--- src/rtl/fpmulti_issue_ctrl_if.sv ---
// Bus between the issue controller, its operand producer, the external
// multiplier and the result consumer.
interface fpmulti_issue_ctrl_if;
   // Handshakes: a transfer happens on a rising edge where valid && ready;
   // valid must not depend on ready, and offered data is held until taken.
   logic        in_valid;
   logic        in_ready;
   logic [31:0] in_A;
   logic [31:0] in_B;
   logic [31:0] reg_A;
   logic [31:0] reg_B;
   logic [31:0] mul_out;
   logic        res_valid;
   logic        res_ready;
   logic [31:0] res_data;
   logic        busy;
   logic [15:0] done_cnt;

   modport slave (
      input  in_valid, in_A, in_B, mul_out, res_ready,
      output in_ready, reg_A, reg_B, res_valid, res_data, busy, done_cnt
   );

   modport master (
      output in_valid, in_A, in_B, mul_out, res_ready,
      input  in_ready, reg_A, reg_B, res_valid, res_data, busy, done_cnt
   );
endinterface

--- src/rtl/fpmulti_issue_ctrl.sv ---
// Issue controller for a fixed-latency FP multiplier: operand FIFO, credit-based
// issue into a LATENCY-deep valid pipe, and an in-order result FIFO.
module fpmulti_issue_ctrl #(
   parameter int DEPTH   = 4,
   parameter int LATENCY = 2
) (
   input  logic                 clk,
   input  logic                 reset,
   fpmulti_issue_ctrl_if.slave  bus
);
   localparam int PW = (DEPTH > 1) ? $clog2(DEPTH) : 1;
   // Counters are sized to hold inflight + result occupancy without overflow.
   localparam int CW = $clog2(DEPTH + LATENCY + 1) + 1;
   typedef logic [CW-1:0] cnt_t;

   logic [63:0]        op_mem  [DEPTH];
   logic [31:0]        res_mem [DEPTH];
   logic [PW-1:0]      op_wr_q, op_wr_d, op_rd_q, op_rd_d;
   logic [PW-1:0]      res_wr_q, res_wr_d, res_rd_q, res_rd_d;
   cnt_t               op_cnt_q, op_cnt_d, res_cnt_q, res_cnt_d, infl_q, infl_d;
   logic [LATENCY-1:0] pipe_q, pipe_d;
   logic [LATENCY:0]   pipe_ext;
   logic [31:0]        reg_a_q, reg_a_d, reg_b_q, reg_b_d;
   logic [15:0]        done_q, done_d;
   logic               in_ready, push, issue, capture, res_valid, pop;

   assign in_ready  = !reset && (op_cnt_q != cnt_t'(DEPTH));
   assign push      = bus.in_valid && in_ready;
   // Credit uses pre-edge counts only: a pop frees a slot for the next edge.
   assign issue     = (op_cnt_q != '0) && ((infl_q + res_cnt_q) < cnt_t'(DEPTH));
   assign capture   = pipe_q[LATENCY-1];
   assign res_valid = (res_cnt_q != '0);
   assign pop       = res_valid && bus.res_ready;
   assign pipe_ext  = {pipe_q, issue};

   always_comb begin
      op_wr_d   = op_wr_q + PW'(push);
      op_rd_d   = op_rd_q + PW'(issue);
      op_cnt_d  = op_cnt_q + cnt_t'(push) - cnt_t'(issue);
      res_wr_d  = res_wr_q + PW'(capture);
      res_rd_d  = res_rd_q + PW'(pop);
      res_cnt_d = res_cnt_q + cnt_t'(capture) - cnt_t'(pop);
      infl_d    = infl_q + cnt_t'(issue) - cnt_t'(capture);
      pipe_d    = pipe_ext[LATENCY-1:0];
      reg_a_d   = reg_a_q;
      reg_b_d   = reg_b_q;
      if (issue) begin
         reg_a_d = op_mem[op_rd_q][63:32];
         reg_b_d = op_mem[op_rd_q][31:0];
      end
      done_d    = done_q + 16'(pop);
   end

   always_ff @(posedge clk) begin
      if (reset) begin
         op_wr_q   <= '0;
         op_rd_q   <= '0;
         op_cnt_q  <= '0;
         res_wr_q  <= '0;
         res_rd_q  <= '0;
         res_cnt_q <= '0;
         infl_q    <= '0;
         pipe_q    <= '0;
         reg_a_q   <= '0;
         reg_b_q   <= '0;
         done_q    <= '0;
      end else begin
         op_wr_q   <= op_wr_d;
         op_rd_q   <= op_rd_d;
         op_cnt_q  <= op_cnt_d;
         res_wr_q  <= res_wr_d;
         res_rd_q  <= res_rd_d;
         res_cnt_q <= res_cnt_d;
         infl_q    <= infl_d;
         pipe_q    <= pipe_d;
         reg_a_q   <= reg_a_d;
         reg_b_q   <= reg_b_d;
         done_q    <= done_d;
      end
   end

   // Storage needs no reset: occupancy and pointers define what is valid.
   always_ff @(posedge clk) begin
      if (push)    op_mem[op_wr_q]   <= {bus.in_A, bus.in_B};
      if (capture) res_mem[res_wr_q] <= bus.mul_out;
   end

   assign bus.in_ready  = in_ready;
   assign bus.reg_A     = reg_a_q;
   assign bus.reg_B     = reg_b_q;
   assign bus.res_valid = res_valid;
   assign bus.res_data  = res_valid ? res_mem[res_rd_q] : 32'h0;
   assign bus.busy      = (op_cnt_q != '0) || (infl_q != '0) || res_valid;
   assign bus.done_cnt  = done_q;
endmodule

--- src/flat_wrapper.sv ---
// flat-port wrapper written by rule: the top's interface ports become plain ports
module fpmulti_issue_ctrl_flat 
#(
   parameter int DEPTH   = 4,
   parameter int LATENCY = 2
)
  (clk, reset, bus_in_valid, bus_in_A, bus_in_B, bus_mul_out, bus_res_ready, bus_in_ready, bus_reg_A, bus_reg_B, bus_res_valid, bus_res_data, bus_busy, bus_done_cnt);
  fpmulti_issue_ctrl_if bus_i ();
  input  logic clk;
  input  logic reset;
  input wire logic [$bits(bus_i.in_valid)-1:0] bus_in_valid;
  input wire logic [$bits(bus_i.in_A)-1:0] bus_in_A;
  input wire logic [$bits(bus_i.in_B)-1:0] bus_in_B;
  input wire logic [$bits(bus_i.mul_out)-1:0] bus_mul_out;
  input wire logic [$bits(bus_i.res_ready)-1:0] bus_res_ready;
  output wire logic [$bits(bus_i.in_ready)-1:0] bus_in_ready;
  output wire logic [$bits(bus_i.reg_A)-1:0] bus_reg_A;
  output wire logic [$bits(bus_i.reg_B)-1:0] bus_reg_B;
  output wire logic [$bits(bus_i.res_valid)-1:0] bus_res_valid;
  output wire logic [$bits(bus_i.res_data)-1:0] bus_res_data;
  output wire logic [$bits(bus_i.busy)-1:0] bus_busy;
  output wire logic [$bits(bus_i.done_cnt)-1:0] bus_done_cnt;
  assign bus_i.in_valid = bus_in_valid;
  assign bus_i.in_A = bus_in_A;
  assign bus_i.in_B = bus_in_B;
  assign bus_i.mul_out = bus_mul_out;
  assign bus_i.res_ready = bus_res_ready;
  assign bus_in_ready = bus_i.in_ready;
  assign bus_reg_A = bus_i.reg_A;
  assign bus_reg_B = bus_i.reg_B;
  assign bus_res_valid = bus_i.res_valid;
  assign bus_res_data = bus_i.res_data;
  assign bus_busy = bus_i.busy;
  assign bus_done_cnt = bus_i.done_cnt;
  fpmulti_issue_ctrl #(.DEPTH(DEPTH), .LATENCY(LATENCY)) u_core (.clk(clk), .reset(reset), .bus(bus_i));
endmodule
--- config.mk ---
export PLATFORM = sky130hd
export DESIGN_NAME = fpmulti_issue_ctrl_flat
export DESIGN_NICKNAME = d
export VERILOG_FILES = /design/src/rtl/fpmulti_issue_ctrl_if.sv /design/src/rtl/fpmulti_issue_ctrl.sv /design/src/flat_wrapper.sv
export SDC_FILE = /design/constraint.sdc
export NUM_CORES = 1
export LEC_CHECK = 0
export CORE_MARGIN = 2
export CORE_UTILIZATION = 50
export CTS_BUF_LIST = sky130_fd_sc_hd__clkbuf_8 sky130_fd_sc_hd__clkbuf_16
export DETAILED_ROUTE_END_ITERATION = 6
export GPL_ROUTABILITY_DRIVEN = 0
export PLACE_DENSITY = 0.83
export SLEW_MARGIN = 20
export SYNTH_ARGS = -nofsm -noshare
export SYNTH_HDL_FRONTEND = slang
export SYNTH_SLANG_ARGS = --single-unit
--- constraint.sdc ---
create_clock -name clk -period 11 [get_ports clk]
set_input_delay 2.75 -clock clk [delete_from_list [all_inputs] [get_ports clk]]
set_output_delay 2.75 -clock clk [all_outputs]
set_load 0.02 [all_outputs]
==> flow_metrics.tcl <==
set metrics [dict create \
    status "finished, final reports clean" \
    maxSlewViolCount 0 \
    initial_core_util 0.506 \
    path_class "in -> out" \
    drtPass1Iterations 6 \
    first_global_vias 10323 \
    endpoint "bus_in_ready" \
    coreArea_um2 36400 \
    setup_ws_ns 4.34 \
    fmax_mhz 150 \
    antenna_found_initial 5 \
    vias_per_cell 5.71 \
    period_share 0.606 \
    timing.rr.end "u_core.bus.done_cnt[15]" \
    tns_ns 0 \
    min_period_ns 6.66 \
    grt_pass1_wl_um 59300 \
    synth_most_common_cell "edfxtp_1" \
    synth-seq-area-share 0.737 \
    dieHeight_um 196 \
    p_per_area_nw_per_um2 249 \
    synthMuxAreaShare 0.120 \
    rsz0062_at_grt "false" \
    dieArea_um2 38400 \
    critPathMaxFanout 55 \
    place_area_um2 21000 \
    synth_top_family_by_area "multiplexers" \
    numClockSinks 486 \
    place_ws_ns 4.32 \
    yosysTopAreaCell "edfxtp_1" \
    cts_tree "built" \
    grt-ovfl-total 0 \
    grtUsageTotal 0.204 \
    worst_pin_slew_ns 1.02 \
    drcViolationCount 0 \
    first_iter_violations 722 \
    yosysWarnings 0 \
    clk_path_buf_depth 3 \
    skew_ns 0.0174 \
    vdd_drop_max_v 0.000184 \
    cap_violations 0 \
    yosys-top-cells-area "edfxtp_1, mux4_2, dfxtp_1, nand3_1, a21oi_1" \
    cts_root_buffer "clkbuf_16" \
    worstPathArrival_ns 3.91 \
    synth_xor_area_frac 0.0108 \
    synth.top_cell.area_share 0.626 \
    crit_path_end_kind "primary output" \
    synth_compound_area_frac 0.0399 \
    hold_depth 1 \
    antenna_left 0 \
    syn_inst 1046 \
    ys_async_sr_fraction 0 \
    slew-limit-headroom 0.318 \
    num_vias 10118 \
    routed_wl_um 38900 \
    fin_nets 1386 \
    synth_cell_type_count 38 \
    stdcell_area_um2 22600 \
    die-width_um 196 \
    io_pins 215 \
    r2r-start "u_core.res_cnt_q[3]" \
    synth_area_per_cell_um2 17.6 \
    area_delta_synth_final_pct 22.5 \
    rr_worst_depth 10 \
    synth-simple-area-share 0.0529 \
    cts_resized 0 \
    grt_max_degree 68 \
    clock_latency_ns 0.58 \
    cp-start-kind "input port" \
    std_cell_rows 70 \
    place_hpwl_um 22200 \
    holdCritStartpoint "u_core.pipe_q[0]" \
    cts_buffers 49 \
    drive_gt1_frac 0.159 \
    p_total_w 0.00561 \
    regToRegSetupSlack_ns 8.00 \
    synthesis.area_um2 18400 \
    hp-class "reg -> reg" \
    syn_nets 1171 \
    portBuffers 214 \
    startpoint "reset" \
    synthTopCellsByCount "edfxtp_1, dfxtp_1, mux4_2" \
    htree_levels 2 \
    setup_violations 0 \
    synth_fa_ha_area_frac 0.0182 \
    p_leak_nw 7.34 \
    required_ns 8.25 \
    final_util 0.619 \
    ys.flop_type "edfxtp_1" \
    cts_hold_buf 0 \
    cts_setup_buffers 0 \
    finalHoldViolations 0 \
    ys_seq_elements 486 \
    synth-edff-count 384 \
    wire_per_inst_um 21.9 \
    clkSlewWorstSetupHoldPaths_ns 0.06 \
]
-- final cells by class --
cell class	count	area, µm²
fillers	2530	13900
flip-flops and latches	486	13600
multi-input cells	471	4490
repair buffers	232	2270
clock buffers	52	1270
well taps	468	586
clock inverters	39	289
inverters	21	78.8
diodes	3	7.51
-- layer usage --
metal | vias to the layer above | share of wire | global-route usage | wire length (µm)
li1 | 4514 | - | - | -
met1 | 5144 | 0.39 | 0.255 | 15000
met2 | 391 | 0.50 | 0.346 | 19300
met3 | 65 | 0.094 | 0.0578 | 3640
met4 | 4 | 0.022 | 0.0640 | 861
met5 | - | 0.00069 | 0 | 27
-- worst min path at each step --
stage	to	slack, ns
floorplan	u_core.pipe_q[1]	0.41
global placement	u_core.pipe_q[1]	0.42
detailed placement	u_core.pipe_q[1]	0.42
CTS	u_core.pipe_q[1]	0.44
global route	u_core.pipe_q[1]	0.46
finish	u_core.pipe_q[1]	0.44
-- flip-flops by register name (all words and copies together) (netlist names), 4 cells and up --
register / count
u_core.bus.done_cnt: 16
u_core.res_mem: 128
u_core.bus.reg_A: 32
u_core.res_cnt_q: 4
u_core.bus.reg_B: 32
u_core.infl_q: 4
u_core.op_mem: 256
u_core.op_cnt_q: 4
-- through the flow --
step                instances  hold slack [ns]
floorplan                1046            0.414
global placement         1678            0.423
detailed placement       1678            0.424
CTS                      1769            0.438
global route             1770            0.459
finish                   1772            0.436
-- logic make-up (layout without fill, tap and decap cells) --
family                   count (synthesis)  count (layout)
multiplexers                           100             100
XOR/XNOR                                21              21
flip-flops                             486             486
buffers and inverters                   89             344
adder cells (fa/ha/maj)                 25              25
AND/OR/NAND/NOR                        182             182
AO/OA/AOI/OAI                          143             143
other                                    0               3
-- report_power, final --
| part | leakage [nW] | switching, W | total [W] | internal (W) |
|---|---|---|---|---|
| clock network | 0.811 | 0.000686 | 0.00159 | 0.000909 |
| registers | 4.31 | 0.000140 | 0.00233 | 0.00219 |
| logic | 2.22 | 0.000906 | 0.00169 | 0.000783 |
| total | 7.34 | 0.00173 | 0.00561 | 0.00388 |
-- layout by cell type, fill, tap and decap left out, types with 2 or more instances in the layout --
cell type / n
edfxtp_1: 384
nand3_1: 73
inv_8: 2
and2_1: 2
buf_4: 19
nand2_1: 6
ha_1: 22
inv_1: 35
xor2_1: 9
fa_1: 3
clkbuf_16: 49
nor3b_2: 3
clkinv_2: 7
nor2_1: 28
dfxtp_1: 99
clkdlybuf4s50_1: 213
or3_1: 2
clkinvlp_4: 4
clkbuf_8: 3
inv_6: 4
a21o_1: 4
a21oi_1: 70
xnor2_1: 11
o21ai_0: 66
nor2b_1: 47
and3_1: 4
nand4_1: 3
clkinv_1: 4
mux2_2: 4
bufinv_16: 3
dfxtp_2: 2
diode_2: 3
mux4_2: 96
nor3b_1: 2
-- worst max-delay path, cell delays in order --
cell and delay (ns):
buf_4 0.46, a21oi_1 0.12, clkdlybuf4s50_1 0.57
Note: power is estimated with default switching activity, not from simulation.
